--- config.mk ---
export PLATFORM = sky130hd
export DESIGN_NAME = aes_key_scheduler
export DESIGN_NICKNAME = d
export VERILOG_FILES = /design/src/rtl/aes_pkg.sv /design/src/rtl/aes_key_step.sv /design/src/rtl/aes_key_scheduler.sv
export SDC_FILE = /design/constraint.sdc
export NUM_CORES = 2
export LEC_CHECK = 0
export ABC_CLOCK_PERIOD_IN_PS = 5800
export CORE_MARGIN = 3
export CORE_UTILIZATION = 30
export DETAILED_ROUTE_END_ITERATION = 10
export PLACE_DENSITY = 0.53
export SYNTH_ARGS = -nofsm -noshare
export SYNTH_HDL_FRONTEND = slang
export SYNTH_SLANG_ARGS = --single-unit
export TNS_END_PERCENT = 50
--- constraint.sdc ---
create_clock -name CLK -period 5.8 [get_ports CLK]
set_clock_uncertainty 0.15 [all_clocks]
set_input_delay 0.58 -clock CLK [delete_from_list [all_inputs] [get_ports CLK]]
set_output_delay 0.58 -clock CLK [all_outputs]
set_load 0.01 [all_outputs]
--- src/rtl/aes_pkg.sv ---
// Shared AES-128 constants and types: round constants, forward S-box,
// and the key-scheduler FSM state encoding.
package aes_pkg;

  localparam int NR = 10;

  typedef logic [31:0] aes_word_t;

  typedef enum logic [1:0] {
    IDLE   = 2'd0,
    EXPAND = 2'd1,
    READY  = 2'd2
  } ks_state_t;

  // Entry 0 is unused; rounds 1..10 index directly.
  localparam logic [7:0] RCON [0:10] = '{
    8'h00, 8'h01, 8'h02, 8'h04, 8'h08, 8'h10, 8'h20, 8'h40, 8'h80, 8'h1b, 8'h36
  };

  localparam logic [7:0] SBOX [0:255] = '{
    8'h63, 8'h7c, 8'h77, 8'h7b, 8'hf2, 8'h6b, 8'h6f, 8'hc5, 8'h30, 8'h01, 8'h67, 8'h2b, 8'hfe, 8'hd7, 8'hab, 8'h76,
    8'hca, 8'h82, 8'hc9, 8'h7d, 8'hfa, 8'h59, 8'h47, 8'hf0, 8'had, 8'hd4, 8'ha2, 8'haf, 8'h9c, 8'ha4, 8'h72, 8'hc0,
    8'hb7, 8'hfd, 8'h93, 8'h26, 8'h36, 8'h3f, 8'hf7, 8'hcc, 8'h34, 8'ha5, 8'he5, 8'hf1, 8'h71, 8'hd8, 8'h31, 8'h15,
    8'h04, 8'hc7, 8'h23, 8'hc3, 8'h18, 8'h96, 8'h05, 8'h9a, 8'h07, 8'h12, 8'h80, 8'he2, 8'heb, 8'h27, 8'hb2, 8'h75,
    8'h09, 8'h83, 8'h2c, 8'h1a, 8'h1b, 8'h6e, 8'h5a, 8'ha0, 8'h52, 8'h3b, 8'hd6, 8'hb3, 8'h29, 8'he3, 8'h2f, 8'h84,
    8'h53, 8'hd1, 8'h00, 8'hed, 8'h20, 8'hfc, 8'hb1, 8'h5b, 8'h6a, 8'hcb, 8'hbe, 8'h39, 8'h4a, 8'h4c, 8'h58, 8'hcf,
    8'hd0, 8'hef, 8'haa, 8'hfb, 8'h43, 8'h4d, 8'h33, 8'h85, 8'h45, 8'hf9, 8'h02, 8'h7f, 8'h50, 8'h3c, 8'h9f, 8'ha8,
    8'h51, 8'ha3, 8'h40, 8'h8f, 8'h92, 8'h9d, 8'h38, 8'hf5, 8'hbc, 8'hb6, 8'hda, 8'h21, 8'h10, 8'hff, 8'hf3, 8'hd2,
    8'hcd, 8'h0c, 8'h13, 8'hec, 8'h5f, 8'h97, 8'h44, 8'h17, 8'hc4, 8'ha7, 8'h7e, 8'h3d, 8'h64, 8'h5d, 8'h19, 8'h73,
    8'h60, 8'h81, 8'h4f, 8'hdc, 8'h22, 8'h2a, 8'h90, 8'h88, 8'h46, 8'hee, 8'hb8, 8'h14, 8'hde, 8'h5e, 8'h0b, 8'hdb,
    8'he0, 8'h32, 8'h3a, 8'h0a, 8'h49, 8'h06, 8'h24, 8'h5c, 8'hc2, 8'hd3, 8'hac, 8'h62, 8'h91, 8'h95, 8'he4, 8'h79,
    8'he7, 8'hc8, 8'h37, 8'h6d, 8'h8d, 8'hd5, 8'h4e, 8'ha9, 8'h6c, 8'h56, 8'hf4, 8'hea, 8'h65, 8'h7a, 8'hae, 8'h08,
    8'hba, 8'h78, 8'h25, 8'h2e, 8'h1c, 8'ha6, 8'hb4, 8'hc6, 8'he8, 8'hdd, 8'h74, 8'h1f, 8'h4b, 8'hbd, 8'h8b, 8'h8a,
    8'h70, 8'h3e, 8'hb5, 8'h66, 8'h48, 8'h03, 8'hf6, 8'h0e, 8'h61, 8'h35, 8'h57, 8'hb9, 8'h86, 8'hc1, 8'h1d, 8'h9e,
    8'he1, 8'hf8, 8'h98, 8'h11, 8'h69, 8'hd9, 8'h8e, 8'h94, 8'h9b, 8'h1e, 8'h87, 8'he9, 8'hce, 8'h55, 8'h28, 8'hdf,
    8'h8c, 8'ha1, 8'h89, 8'h0d, 8'hbf, 8'he6, 8'h42, 8'h68, 8'h41, 8'h99, 8'h2d, 8'h0f, 8'hb0, 8'h54, 8'hbb, 8'h16
  };

  // Out-of-range rounds map to zero so a stray index can never alias a real Rcon.
  function automatic logic [7:0] rcon_of(input logic [3:0] r);
    logic [7:0] v;
    v = 8'h00;
    for (int i = 1; i <= NR; i++) begin
      if (r == 4'(i)) v = RCON[i];
    end
    return v;
  endfunction

  function automatic aes_word_t sub_word(input aes_word_t w);
    return {SBOX[w[31:24]], SBOX[w[23:16]], SBOX[w[15:8]], SBOX[w[7:0]]};
  endfunction

endpackage

--- src/rtl/aes_key_step.sv ---
// One AES-128 key-expansion step: derives round key r from round key r-1.
// Purely combinational; four S-box lookups via sub_word.
module aes_key_step
  import aes_pkg::*;
(
  input  logic [127:0] k,
  input  logic [3:0]   r,
  output logic [127:0] k_next
);

  aes_word_t w0, w1, w2, w3, t, w4, w5, w6, w7;

  always_comb begin
    w0 = k[127:96];
    w1 = k[95:64];
    w2 = k[63:32];
    w3 = k[31:0];
    t  = sub_word({w3[23:0], w3[31:24]}) ^ {rcon_of(r), 24'h0};
    w4 = w0 ^ t;
    w5 = w4 ^ w1;
    w6 = w5 ^ w2;
    w7 = w6 ^ w3;
    k_next = {w4, w5, w6, w7};
  end

endmodule

--- src/rtl/aes_key_scheduler.sv ---
// AES-128 round-key controller: accepts a cipher key, expands all round keys
// one per cycle into a local register file, and serves reads with 1-cycle latency.
module aes_key_scheduler #(
  parameter int NR = 10
) (
  input  logic               CLK,
  input  logic               RST,
  input  logic               key_valid,
  input  logic [127:0]       key_in,
  output logic               key_ready,
  output logic               busy,
  output logic               keys_ready,
  output logic               done,
  input  logic               rk_req,
  input  logic [3:0]         rk_idx,
  output logic               rk_valid,
  output logic [127:0]       rk_key,
  output logic               rk_miss,
  output aes_pkg::ks_state_t dbg_state
);

  import aes_pkg::*;

  localparam logic [3:0] LAST = 4'(NR);

  ks_state_t    state_q, state_d;
  logic [3:0]   round_q;
  logic [127:0] cur_q;
  logic [127:0] rk_q [0:NR];
  logic [127:0] nxt;
  logic [127:0] rd_key;
  logic         accept;
  logic         rd_ok;
  logic         done_q;

  aes_key_step u_step (
    .k      (cur_q),
    .r      (round_q),
    .k_next (nxt)
  );

  // Handshake: a key transfers on any rising edge where key_valid && key_ready;
  // key_ready is low only while expanding, so the source must hold key_in then.
  always_comb begin
    state_d    = state_q;
    key_ready  = 1'b1;
    busy       = 1'b0;
    keys_ready = 1'b0;
    case (state_q)
      IDLE:    if (key_valid) state_d = EXPAND;
      EXPAND: begin
        key_ready = 1'b0;
        busy      = 1'b1;
        if (round_q == LAST) state_d = READY;
      end
      READY: begin
        keys_ready = 1'b1;
        if (key_valid) state_d = EXPAND;
      end
      default: state_d = IDLE;
    endcase
  end

  assign accept = key_valid && key_ready;
  assign rd_ok  = rk_req && keys_ready && (rk_idx <= LAST);

  always_comb begin
    rd_key = '0;
    for (int i = 0; i <= NR; i++) begin
      if (rk_idx == 4'(i)) rd_key = rk_q[i];
    end
  end

  always_ff @(posedge CLK) begin
    if (RST) begin
      state_q  <= IDLE;
      round_q  <= '0;
      cur_q    <= '0;
      done_q   <= 1'b0;
      rk_valid <= 1'b0;
      rk_miss  <= 1'b0;
      rk_key   <= '0;
      for (int i = 0; i <= NR; i++) rk_q[i] <= '0;
    end else begin
      state_q <= state_d;
      done_q  <= (state_q == EXPAND) && (round_q == LAST);
      if (accept) begin
        rk_q[0] <= key_in;
        cur_q   <= key_in;
        round_q <= 4'd1;
      end else if (state_q == EXPAND) begin
        for (int i = 1; i <= NR; i++) begin
          if (round_q == 4'(i)) rk_q[i] <= nxt;
        end
        cur_q <= nxt;
        // Parks at the last round rather than overrunning the register file.
        if (round_q != LAST) round_q <= round_q + 4'd1;
      end
      // Read samples pre-edge state, so a same-cycle rekey still returns old keys.
      rk_valid <= rd_ok;
      rk_miss  <= rk_req && !rd_ok;
      if (rd_ok) rk_key <= rd_key;
    end
  end

  assign done      = done_q;
  assign dbg_state = state_q;

endmodule

# Word-level counts from Yosys, hierarchy flattened
# Memories as Yosys holds them, arrays and structs flattened.
# Index checks and enable logic that the tools add are counted.
[op_classes] muxes=106 n_lt_le_gt_ge=5 n_addsub=1 n_bitwise=20 n_reduce_logical=15 eq_ne=25
[ops] op="2-to-1 mux 128 bit" n=24
[ops] op="XOR 32 bit" n=5
[ops] op="2-to-1 mux 8 bit" n=11
[ops] op="2-to-1 mux 1 bit" n=62
[ops] op=">= comparator 9 bit (second input constant)" n=4
[ops] op="NOT 8 -> 9 bit" n=4
[ops] op="== test 4 x 3 -> 1 bit (second input constant)" n=8
[ops] op="== test 4 bit (second input constant)" n=6
[ops] op="== test 4 x 2 -> 1 bit (second input constant)" n=4
[ops] op="bitwise OR 1 bit" n=11
[ops] op="== test 4 x 1 -> 1 bit (second input constant)" n=2
[ops] op="2-to-1 mux 7 bit" n=1
[ops] op="2-to-1 mux 2 bit" n=3
[ops] op="2-to-1 mux 6 bit" n=1
[ops] op="AND reduction 2 bit" n=3
[ops] op="logical AND 1 bit" n=5
[ops] op="2-to-1 mux 5 bit" n=1
[ops] op="adder 4 x 1 -> 4 bit (second input constant)" n=1
[ops] op="<= comparator 4 bit (second input constant)" n=1
[ops] op="zero test 4 bit" n=1
[ops] op="2-to-1 mux 4 bit" n=1
[ops] op="inequality test 2 x 1 -> 1 bit (second input constant)" n=2
[ops] op="inequality test 4 bit (second input constant)" n=1
[ops] op="one-hot mux 2 bit (2 select lines)" n=1
[ops] op="other kinds (7)" n=9
[totals] mem_count=5 romBits=8192 reg_bits=265 ramBits=1408 wordCells=185
[memory_table] memory="(no name shown)" words=256 width=8 rd=1 rd_ports_with_merged_regs=0 wr=0 line="aes_pkg.sv:50" text="return {SBOX[w[31:24]], SBOX[w[23:16]], SBOX[w[15:8]], SBOX[w[7:0]]};"
[memory_table] memory="(no name shown)" words=256 width=8 rd=1 rd_ports_with_merged_regs=0 wr=0 line="aes_pkg.sv:50"
[memory_table] memory="(no name shown)" words=256 width=8 rd=1 rd_ports_with_merged_regs=0 wr=0 line="aes_pkg.sv:50"
[memory_table] memory="(no name shown)" words=256 width=8 rd=1 rd_ports_with_merged_regs=0 wr=0 line="aes_pkg.sv:50"
[memory_table] memory="rk_q" words=11 width=128 rd=11 rd_ports_with_merged_regs=0 wr=11 line="aes_key_scheduler.sv:29" text="logic [127:0] rk_q [0:NR];"

# Depth between registers and ports, before layout
[logic_depth] depth_word=18 ltp_mapped=18 depth_no_buf=14

# Hierarchy
# Synthesis repeated with hierarchy kept, for this count alone.
[hier_totals] cells_unflattened=8289 hier_area_um2=87974.4
[modules_own_cells] module="aes_key_scheduler" instances=1 cells_each=5938 area_per_inst_um2=72236.8
[modules_own_cells] module="aes_key_step" instances=1 cells_each=2351 area_per_inst_um2=15737.6

# Worst setup path before layout
# OpenSTA, ideal clock, no wires.
[synth_timing] path_type="input to register" startpoint="input port RST" endpoint="memory rk_q[0][0] (enable)" path_buffers=2 path_stages=3 arrival_ps=4238 setup_slack_ps=900 setup_time_ps=512 required_ps=5138 path_cell_list="clkbuf_1 > clkbuf_1 > nand2b_1"
[synth_lines] element="start: declaration" line="aes_key_scheduler.sv:7" text="input logic RST,"
[synth_lines] element="end: declaration" line="aes_key_scheduler.sv:29"

# Final worst setup path
[layout_timing] startpoint="register cur_q[14]" endpoint="register cur_q[23]"
[layout_between] elab_chain_cells=11
[layout_rtl] element="start: declaration" line="aes_key_scheduler.sv:28" text="logic [127:0] cur_q;"
[layout_rtl] element="start signal: assignment" line="aes_key_scheduler.sv:89" text="cur_q <= key_in;"
[layout_rtl] element="start signal: assignment" line="aes_key_scheduler.sv:95" text="cur_q <= nxt;"
[layout_rtl] element="NOT 8 -> 9 bit (implied by the code)" line="aes_pkg.sv:50"
[layout_rtl] element="memory read (256 x 8 bit)"
[layout_rtl] element="2-to-1 mux 8 bit (implied by the code) (2 in a row)" line="aes_pkg.sv:50"
[layout_rtl] element="XOR 32 bit" line="aes_key_step.sv:18" text="t = sub_word({w3[23:0], w3[31:24]}) ^ {rcon_of(r), 24'h0};"
[layout_rtl] element="XOR 32 bit" line="aes_key_step.sv:19" text="w4 = w0 ^ t;"
[layout_rtl] element="XOR 32 bit" line="aes_key_step.sv:20" text="w5 = w4 ^ w1;"
[layout_rtl] element="XOR 32 bit" line="aes_key_step.sv:21" text="w6 = w5 ^ w2;"
[layout_rtl] element="XOR 32 bit" line="aes_key_step.sv:22" text="w7 = w6 ^ w3;"
[layout_rtl] element="2-to-1 mux 128 bit" line="aes_key_scheduler.sv:91" text="end else if (state_q == EXPAND) begin"
[layout_rtl] element="2-to-1 mux 128 bit" line="aes_key_scheduler.sv:87" text="if (accept) begin"
# Every way passes these cells. The select of a mux whose other input is x is not followed.
# A chain may end at the register's enable or synchronous reset.

==> key figures <==
Logic synthesis
  – Synth Area in Compound Gates: 17.4%
  – Simple-Gate Fraction of Synth Area: 16.4%
  – Yosys reg bits: 1673
  – Area leader, netlist: edfxtp_1
  – Post-synthesis xor/xnor area fraction: 2.26%
  – Netlist Area Pre-Place: 84200 um^2
  – Main synth FF type: edfxtp_1
  – Cells after synthesis: 8177
  – Syn Nets: 8389
  – Post-synthesis adder-cell area fraction: 1.15%
  – Largest family of logic cells by synthesized area: compound AO/OA/AOI/OAI gates
  – Async set-reset flop share out of synthesis: 0%
  – Top-area cell type share of the netlist area: 50.2%
  – Avg Synthesized Cell Area: 10.3 um^2
  – Most numerous cell in the Yosys netlist: nor2_1
  – Multiplexer share of the synthesized area: 1.56%
  – YS warnings: 0
  – Number of library cell types mapped by synthesis: 109
  – Post-synth EDFFs: 1408
  – Top cells by area, synth: edfxtp_1 (50%), nor2_1 (7.7%), dfxtp_1 (6.3%)
  – Most frequent cells after synthesis: nor2_1 (1735), edfxtp_1 (1408), clkbuf_1 (629)
  – Sequential area share after synthesis: 56.5%

STA
  – Unrepaired setup endpoints after global routing: no
  – Slew @ Worst Pin: 1.32 ns
  – F_max: 180 MHz
  – Slew Limit Fails: 0
  – Tmin final: 5.55 ns
  – Final Hold Fails: 0
  – Slew headroom: 11.8%
  – Final Cycle Share: 95.7%
  – Setup slack after layout: 0.247 ns
  – Final setup violating endpoints: 0
  – Setup TNS: 0 ns

Global route
  – Vias in the first global route: 67500
  – Grt ovf: 0
  – All-layer global routing usage: 26.4%
  – Largest net degree at the start of global routing: 120
  – Global-route wire length before repair: 544000 um
  – Initial antenna violation count: 21

Placed design
  – Dpl ws: 0.491 ns
  – Port bufs: 271
  – DP HPWL: 260000 um
  – RD Place Congestion: 0.978

Cells and area
  – Ratio of cells with drive above 1 in the final layout: 11.3%
  – Final nets: 8427
  – Area delta synth->final: 16.4%

Clock network
  – CTS sink count: 1673
  – PostCTS Resize Cnt: 0
  – Hold Buf Count CTS: 0
  – CTS root buffer: clkbuf_16
  – Total CTS buffers: 165
  – Clock slew at reported path FFs: 0.07 ns
  – CTS HTree Levels: 4
  – CTS tree: done
  – Clock latency on the worst-skew pair: 0.87 ns
  – Setup repair bufs after CTS: 0
  – Max clock buf depth: 3

Setup path
  – Max stage delay on crit path: 0.93 ns
  – Worst r2r src: cur_q[14]
  – Reg-to-reg endpoint: cur_q[23]
  – Startpoint Class: flip-flop
  – Kind of critical path: flip-flop to flip-flop
  – Cells along the critical path: buf_4, nand2b_1, a311o_1, a221oi_1, a41oi_1, a31oi_2, xor2_2, xor2_2, xnor2_1, a211oi_1
  – Critical path fanouts, max: 16
  – Buffers & Inverters on Critical Path: 1
  – Reg2reg setup slack: 0.25 ns
  – CP required: 6.43 ns
  – Crit path top cell by count: xor2_2
  – CP max stage cell: xor2_2
  – Worst EP arrival: 6.18 ns
  – Type of destination of the critical path: flip-flop
  – CP top delay family: compound AO/OA/AOI/OAI gates
  – R2R depth: 10

Hold path
  – Hold depth: 2
  – Worst hold path class: input port to flip-flop
  – Worst hold endpoint: cur_q[109]
  – Hold path start: RST

Die
  – Die W: 536 um
  – Die area: 287000 um^2
  – Core ar.: 278000 um^2
  – Row count: 193
  – Die Y-Extent: 536 um
  – Io pins: 272
  – Initial core utilization: 30.3%

Pwr
  – Peak supply drop: 0.307 mV
  – Leak: 34.4 nW
  – Cell area power density: 439 nW/um^2

Routing
  – DR pass1 iterations: 7
  – Residual DRC: 0
  – Vias per cell: 5.90
  – Vias after detailed routing: 71200
  – Initial drt markers: 10100
  – Detailed-route wire length per cell: 32.5 um
  – DRT Wirelength: 392000 um
  – Antenna Violating Nets Remaining: 0

Job
  – Max Cap Viol: 0

Status
  – Status: finished clean
## power breakdown
part | total, mW | switching (mW) | internal [mW]
logic | 17.7 | 12.3 | 5.41
registers | 14.8 | 0.689 | 14.1
clock network | 10.6 | 4.90 | 5.68
## cell usage in the layout, fill, tap and decap left out, types with 25 or more instances in the layout
cell type / netlist / layout
a31oi_1: 191 / 191
or3_1: 31 / 30
xnor2_2: 27 / 30
o31ai_1: 26 / 26
a22oi_1: 246 / 246
dfxtp_1: 265 / 250
and2_1: 157 / 157
ha_1: 76 / 76
a311oi_1: 149 / 149
clkinv_1: 9 / 31
nand2b_1: 146 / 135
o311ai_0: 27 / 27
nand2_1: 534 / 533
clkbuf_1: 629 / 52
a21oi_1: 367 / 367
o211ai_1: 45 / 45
nor2_1: 1735 / 1727
o21ai_0: 300 / 300
a222oi_1: 113 / 113
xor2_1: 48 / 48
clkinv_2: 0 / 26
a211oi_1: 80 / 80
mux2i_1: 33 / 33
buf_4: 17 / 387
inv_1: 96 / 96
mux4_2: 36 / 36
or2_2: 62 / 51
nor2b_1: 91 / 91
a221oi_1: 157 / 157
a41oi_1: 25 / 25
clkbuf_16: 0 / 168
buf_12: 0 / 71
clkdlybuf4s50_1: 0 / 269
xnor2_1: 80 / 77
nor3_1: 116 / 111
nand3_1: 126 / 116
a21o_1: 25 / 25
edfxtp_1: 1408 / 1408
## through the flow
step	util (%)	total power, mW	instance area [um^2]	hold WS (ns)	cells
after CTS	35.3	42.8	98000	0.0270	12100
after floorplan	-	23.9	84200	0.296	8177
after detailed placement	33.4	32.3	92700	0.320	11800
after global placement	33.4	32.4	92700	0.304	11800
after global routing	35.3	44.4	98000	0.0629	12100
final	35.3	43.1	98000	0.0705	12100
## worst register-to-register path: stages, from the launching register on
cell and delay, ns:
dfxtp_1 0.56, buf_4 0.36, nand2b_1 0.41, a311o_1 0.43, a221oi_1 0.60, a41oi_1 0.17, a31oi_2 0.48, xor2_2 0.39
xor2_2 0.94, xnor2_1 0.61, a211oi_1 0.37
## final cells by class
cell class,count,area [um^2]
Antenna cell,14,35.0
Clock buffer,236,4620
Clock inverter,72,663
Fill cell,27600,180000
Inverter,116,440
Multi-Input combinational cell,5531,33000
Sequential cell,1673,47600
Tap cell,3705,4640
Timing Repair Buffer,728,7030
## worst max path at each step
stage,start,endpoint,slack (ns),depth (start not counted)
finish,cur_q[14],cur_q[23],0.25,10
global route,cur_q[12],rk_q[5][23],0.24,11
CTS,cur_q[13],cur_q[23],0.45,10
detailed placement,cur_q[14],rk_q[5][23],0.49,10
global placement,cur_q[14],cur_q[23],0.34,10
floorplan,RST,rk_q[0][0],0.90,3
## per-layer routing
layer	vias up	wire length (um)	GRT usage, %
met5	-	34	0
met4	6	21900	13.1
met3	711	34900	4.67
met2	4250	177000	41.4
met1	36100	158000	35.0
li1	30200	-	-
## cell families after synthesis
family,count (synthesis)
AOI/OAI and AO/OA,2053
xor gates and xnor gates,173
adders and majority gates,78
buffers and inverters,973
DFF,1673
muxes,84
and+or+nand+nor,3143
## state kept, by name, summed over array words and instances (netlist names)
| register | cells |
|---|---|
| rk_valid | 1 |
| cur_q | 128 |
| rk_miss | 1 |
| dbg_state | 2 |
| rk_q | 1408 |
| done | 1 |
| rk_key | 128 |
| round_q | 4 |
Power figures use the tool's default switching activity.
